--- src/rtl/dmem_arbiter_pkg.sv ---
// -----------------------------------------------------------------------------
// dmem_arbiter_pkg
// Types and constants shared by the data-memory arbiter and its sub-module.
//   arb_state_e : arbiter response state (OWN_CPU / DMA_RSP)
//   FUNCT3_WORD : funct3 size code for a 32-bit word access
// Widths stay module parameters.
// -----------------------------------------------------------------------------
package dmem_arbiter_pkg;

  typedef enum logic {
    OWN_CPU = 1'b0,
    DMA_RSP = 1'b1
  } arb_state_e;

  localparam logic [2:0] FUNCT3_WORD = 3'b010;

endpackage : dmem_arbiter_pkg

--- src/rtl/dmem_arbiter_starve_counter.sv ---
// -----------------------------------------------------------------------------
// starve_counter
// This counter tracks how long a pending DMA request has been waiting.
// Its value saturates at MAX_WAIT.
// Ports:
//   clk     : clock, rising edge
//   reset   : asynchronous active-low reset
//   i_inc   : count one more waiting cycle (held at MAX_WAIT)
//   i_clr   : clear to zero (has priority over i_inc)
//   o_sat   : count equals MAX_WAIT
//   o_cnt   : current count
// -----------------------------------------------------------------------------
module starve_counter #(
  parameter int MAX_WAIT = 4,
  parameter int CNT_W    = $clog2(MAX_WAIT + 1)
) (
  input  logic             clk,
  input  logic             reset,
  input  logic             i_inc,
  input  logic             i_clr,
  output logic             o_sat,
  output logic [CNT_W-1:0] o_cnt
);

  logic [CNT_W-1:0] r_cnt;
  logic             w_sat;

  assign w_sat = (r_cnt == CNT_W'(MAX_WAIT));

  always_ff @(posedge clk or negedge reset) begin
    if (!reset) begin
      r_cnt <= '0;
    end else if (i_clr) begin
      r_cnt <= '0;
    end else if (i_inc && !w_sat) begin
      r_cnt <= r_cnt + 1'b1;
    end
  end

  assign o_sat = w_sat;
  assign o_cnt = r_cnt;

endmodule : starve_counter

--- src/rtl/dmem_arbiter.sv ---
// -----------------------------------------------------------------------------
// dmem_arbiter
// This block arbitrates the data memory between the CPU MEM stage and a
// debug/DMA port. It issues at most one access per cycle.
//
// Arbitration rules:
//   - The CPU normally wins.
//   - The DMA wins when the CPU is idle.
//   - The DMA also wins once it has waited MAX_WAIT cycles.
//   - When the DMA wins over an active CPU request, the pipeline is stalled
//     through cpu_stall.
//
// DMA read data is registered and returned one cycle later with a
// dma_rvalid pulse.
//
// Ports:
//   clk, reset                  : clock, async active-low reset
//   cpu_rd/wr/addr/wdata/funct3 : MEM-stage request (write wins if rd & wr)
//   cpu_rdata, cpu_stall        : load data back to MEM/WB, pipeline freeze
//   dma_req/we/addr/wdata       : DMA request, held until dma_gnt
//   dma_gnt                     : DMA access issued this cycle
//   dma_rvalid, dma_rdata       : registered DMA read response
//   mem_rd/wr/addr/wdata/funct3 : data-memory port
//   mem_rdata                   : data-memory read data (same cycle)
// -----------------------------------------------------------------------------
module dmem_arbiter
  import dmem_arbiter_pkg::*;
#(
  parameter int DATA_W     = 32,
  parameter int DM_ADDRESS = 9,
  parameter int MAX_WAIT   = 4
) (
  input  logic                  clk,
  input  logic                  reset,
  input  logic                  cpu_rd,
  input  logic                  cpu_wr,
  input  logic [DM_ADDRESS-1:0] cpu_addr,
  input  logic [DATA_W-1:0]     cpu_wdata,
  input  logic [2:0]            cpu_funct3,
  output logic [DATA_W-1:0]     cpu_rdata,
  output logic                  cpu_stall,
  input  logic                  dma_req,
  input  logic                  dma_we,
  input  logic [DM_ADDRESS-1:0] dma_addr,
  input  logic [DATA_W-1:0]     dma_wdata,
  output logic                  dma_gnt,
  output logic                  dma_rvalid,
  output logic [DATA_W-1:0]     dma_rdata,
  output logic                  mem_rd,
  output logic                  mem_wr,
  output logic [DM_ADDRESS-1:0] mem_addr,
  output logic [DATA_W-1:0]     mem_wdata,
  output logic [2:0]            mem_funct3,
  input  logic [DATA_W-1:0]     mem_rdata
);

  localparam int CNT_W = $clog2(MAX_WAIT + 1);

  arb_state_e       r_state;
  logic [DATA_W-1:0] r_dma_rdata;

  logic             w_cpu_req;
  logic             w_dma_win;
  logic             w_cpu_win;
  logic             w_wait_sat;
  logic [CNT_W-1:0] w_wait_cnt;

  assign w_cpu_req = cpu_rd | cpu_wr;

  // After a forced grant the counter clears, so the CPU wins the next cycle.
  assign w_dma_win = dma_req & (~w_cpu_req | w_wait_sat);
  assign w_cpu_win = w_cpu_req & ~w_dma_win;

  starve_counter #(
    .MAX_WAIT (MAX_WAIT),
    .CNT_W    (CNT_W)
  ) u_starve (
    .clk   (clk),
    .reset (reset),
    .i_inc (dma_req & ~w_dma_win),
    .i_clr (~dma_req | w_dma_win),
    .o_sat (w_wait_sat),
    .o_cnt (w_wait_cnt)
  );

  // The memory port is steered combinationally. A simultaneous CPU rd and wr
  // is treated as a write.
  always_comb begin
    mem_rd     = 1'b0;
    mem_wr     = 1'b0;
    mem_addr   = cpu_addr;
    mem_wdata  = cpu_wdata;
    mem_funct3 = cpu_funct3;
    cpu_rdata  = '0;
    if (w_dma_win) begin
      mem_rd     = ~dma_we;
      mem_wr     = dma_we;
      mem_addr   = dma_addr;
      mem_wdata  = dma_wdata;
      mem_funct3 = FUNCT3_WORD;
    end else if (w_cpu_win) begin
      mem_rd    = cpu_rd & ~cpu_wr;
      mem_wr    = cpu_wr;
      cpu_rdata = mem_rdata;
    end
  end

  assign dma_gnt   = w_dma_win;
  assign cpu_stall = w_dma_win & w_cpu_req;

  // Every DMA read grant enters DMA_RSP for exactly one cycle.
  // A new grant is legal while in DMA_RSP.
  always_ff @(posedge clk or negedge reset) begin
    if (!reset) begin
      r_state     <= OWN_CPU;
      r_dma_rdata <= '0;
    end else if (w_dma_win && !dma_we) begin
      r_state     <= DMA_RSP;
      r_dma_rdata <= mem_rdata;
    end else begin
      r_state <= OWN_CPU;
    end
  end

  assign dma_rvalid = (r_state == DMA_RSP);
  assign dma_rdata  = r_dma_rdata;

endmodule : dmem_arbiter

--- config.mk ---
export PLATFORM = sky130hd
export DESIGN_NAME = dmem_arbiter
export DESIGN_NICKNAME = d
export VERILOG_FILES = /design/src/rtl/dmem_arbiter_pkg.sv /design/src/rtl/dmem_arbiter_starve_counter.sv /design/src/rtl/dmem_arbiter.sv
export SDC_FILE = /design/constraint.sdc
export NUM_CORES = 1
export LEC_CHECK = 0
export CAP_MARGIN = 20
export CORE_MARGIN = 2
export CORE_UTILIZATION = 28
export CTS_BUF_LIST = sky130_fd_sc_hd__clkbuf_8
export CTS_CLUSTER_SIZE = 20
export DETAILED_ROUTE_END_ITERATION = 7
export GPL_TIMING_DRIVEN = 0
export PLACE_DENSITY = 0.89
export SLEW_MARGIN = 10
export SYNTH_ARGS = -nofsm -noshare
export SYNTH_HDL_FRONTEND = slang
export SYNTH_HIERARCHICAL = 1
export SYNTH_SLANG_ARGS = --single-unit
--- constraint.sdc ---
create_clock -name clk -period 2.14 [get_ports clk]
set_input_delay 0.428 -clock clk [delete_from_list [all_inputs] [get_ports clk]]
set_output_delay 0.428 -clock clk [all_outputs]
set_load 0.005 [all_outputs]
==> out/summary.txt <==
Power density over cell area: 500 mW/mm2
Multi-input gate area: 0.00162 mm2
Post-detail-place hpwl: 7.68 mm
Final setup violation count: 78
Drt total wl: 11.3 mm
Grt ovf: 0
Largest net degree at the start of global routing: 37
WS Path Type: reg -> out
Die span in y: 96.4 um
Num CTS Buffers: 5
GP Congestion: 0.775
Seq/Total Area, Yosys: 37.7%
I/O pin count: 236
Cell area after synthesis: 0.00239 mm2
Vias: 2601
Pleak: 2.76 nW
# port buffers: 235
Critical Path AT: 2000 ps
Layout cell share with drive strength beyond 1: 51.4%
R2R Setup Slk: 90 ps
Fin Clk Skew: 12.3 ps
Global-route wire length before repair: 14.7 mm
Syn-to-layout area delta: 135%
Flops & latches, synth: 36
CP max stage delay: 360 ps
Antenna violations before repair: 1
Core Util, Final: 68.1%
Final hold vios: 0
Post-place setup slack: -1030 ps
Clk Latency, worst-skew pair: 300 ps
Post-route cell area: 0.00562 mm2
Buf+Inv Stages, Crit Path: 4
Worst r2r src: u_starve/o_cnt[0]
# hold bufs at CTS: 0
Mapped Nets: 312
Num rows: 33
Starting Density: 29.0%
Clk buf depth: 2
Most common cell after layout, fill and taps aside: clkdlybuf4s50_1
Drt pass-1 iters: 4
Slowest-stage cell, CP: dfrtp_1
Fmax: 412 MHz
Yosys warnings: 6
Reg2Reg Capture Point: u_starve/o_cnt[0]
CP endpoint kind: output pin
Gr usage total: 21.5%
Synth unique cells: 22
RSZ-0062 raised after global routing: yes
Most frequent cells in the layout: 151 x clkdlybuf4s50_1, 70 x mux2_4, 67 x buf_6
Crit path required time: 1710 ps
Die area: 0.00929 mm2
# DRC: 0
Clk pin slew, worst setup/hold paths: 90 ps
Failing checks: negative setup slack
Vias in the first global route: 2790
Worst slew pin tran: 814 ps
Setup ws final: -287 ps
Min Hold Slack: 217 ps
Cell chain of the critical path: inv_1 -> ha_2 -> and2_4 -> o21ai_4 -> buf_12 -> buf_8 -> mux2_4 -> buf_6
Clock Sinks: 36
DP Area: 0.00487 mm2
Final ANT Viol Nets: 0
Slew Limit Fails: 0
Tcrit/Tclk final: 113%
Worst-case vdd ir drop: 397 uV
Final min period: 2430 ps
Chip Width: 96.4 um
Synthesized area per cell: 12.8 um2
Placed insts: 527
DR WL/cell: 19.8 um
CORE AREA: 0.00826 mm2
Nets: 587
Final non-filler cell total: 569
Vias/cell: 4.57
CTS tree: done
Reg2Reg Depth: 10
Max-Cap Viols: 0
Status: complete, but fails checks
Min-Delay Path Class: in -> async
Worst-path fanout max: 5
Root buffer cell: clkbuf_8
Htree depth: 2
DRT iter0 DRCs: 58
Worst rel slew slack: 45.7%
Worst path top cell family by delay: buffers and inverters
Mapped Cells: 187
CP startpoint kind: flop
Fillers: 604
FF+latch area: 901 um2
kinds of logic (layout without fill, tap and decap cells):
kind of cell | count (synthesis) | in the layout | synth area share, %
compound gates | 7 | 7 | 3.09
fa+ha+maj | 2 | 2 | 1.05
other cells | 0 | 1 | 0
flops | 36 | 36 | 37.7
mux | 75 | 75 | 40.0
buf+inv | 16 | 292 | 4.76
simple gates | 51 | 51 | 13.4
layer usage:
layer	vias to the layer above	track usage (%)	routed length, um
met5	-	0	0
met4	0	5.05	82
met3	6	6.75	1060
met2	143	40.8	5930
met1	1257	23.1	4170
li1	1195	-	-
where the power goes:
group          internal (mW)  switching, mW
clock                  0.351          0.267
combinational          0.927          0.365
sequential             0.816         0.0832
metrics by stage:
stage	TNS [ps]	power [mW]
2_1_floorplan	0	1.26
3_3_place_gp	-64050	2.03
3_5_place_dp	-62330	2.05
4_1_cts	-15590	2.77
5_1_grt	-22540	2.95
6_report	-16990	2.81
sequential cells by signal, summed over array words and instances, names as in the netlist:
| register | cells |
|---|---|
| dma_rdata | 32 |
| u_starve/o_cnt | 3 |
| dma_rvalid | 1 |
cells in the mapped netlist, drive strengths merged:
master / instances / share of area, %
nor2b: 1 / 0.26
clkbuf: 3 / 0.47
and2b: 1 / 0.37
o21ai: 2 / 1.4
ha: 2 / 1.0
a21oi: 2 / 0.42
mux2i: 1 / 0.42
mux2: 74 / 40
nor3: 1 / 0.42
a32o: 2 / 0.84
and2: 36 / 9.4
dfrtp: 36 / 38
and4b: 1 / 0.42
a21boi: 1 / 0.47
nand2: 2 / 0.31
buf: 8 / 3.5
inv: 5 / 0.79
nand2b: 5 / 1.3
nor2: 4 / 0.94
what timing repair did:
action                     in CTS  in global routing
gates resized for setup       381                 88
buffers inserted               17                 14
setup endpoints to repair      80                 80
gates cloned                    6                  1
pin swaps                      10                  5
final cells by class:
| class | instances | area share [%] |
|---|---|---|
| sequential | 36 | 16.0 |
| clock inverter | 3 | 0.824 |
| clock buffer | 5 | 1.22 |
| antenna | 1 | 0.0445 |
| buffer | 10 | 2.63 |
| tap | 105 | 2.34 |
| inverter | 5 | 0.334 |
| multi-input combinational | 135 | 28.7 |
| timing repair buffer | 269 | 47.8 |
worst max-delay path by stage:
| stage | from | end | cells after the start |
|---|---|---|---|
| after floorplan | u_starve/o_cnt[0] | mem_addr[0] | 7 |
| after global placement | cpu_wr | cpu_rdata[7] | 6 |
| after detailed placement | cpu_wr | cpu_rdata[7] | 6 |
| after CTS | u_starve/o_cnt[0] | mem_addr[0] | 10 |
| after global routing | u_starve/o_cnt[0] | mem_wdata[31] | 8 |
| final | u_starve/o_cnt[0] | mem_wdata[27] | 8 |
No activity file was read; power rests on OpenSTA's default activity.
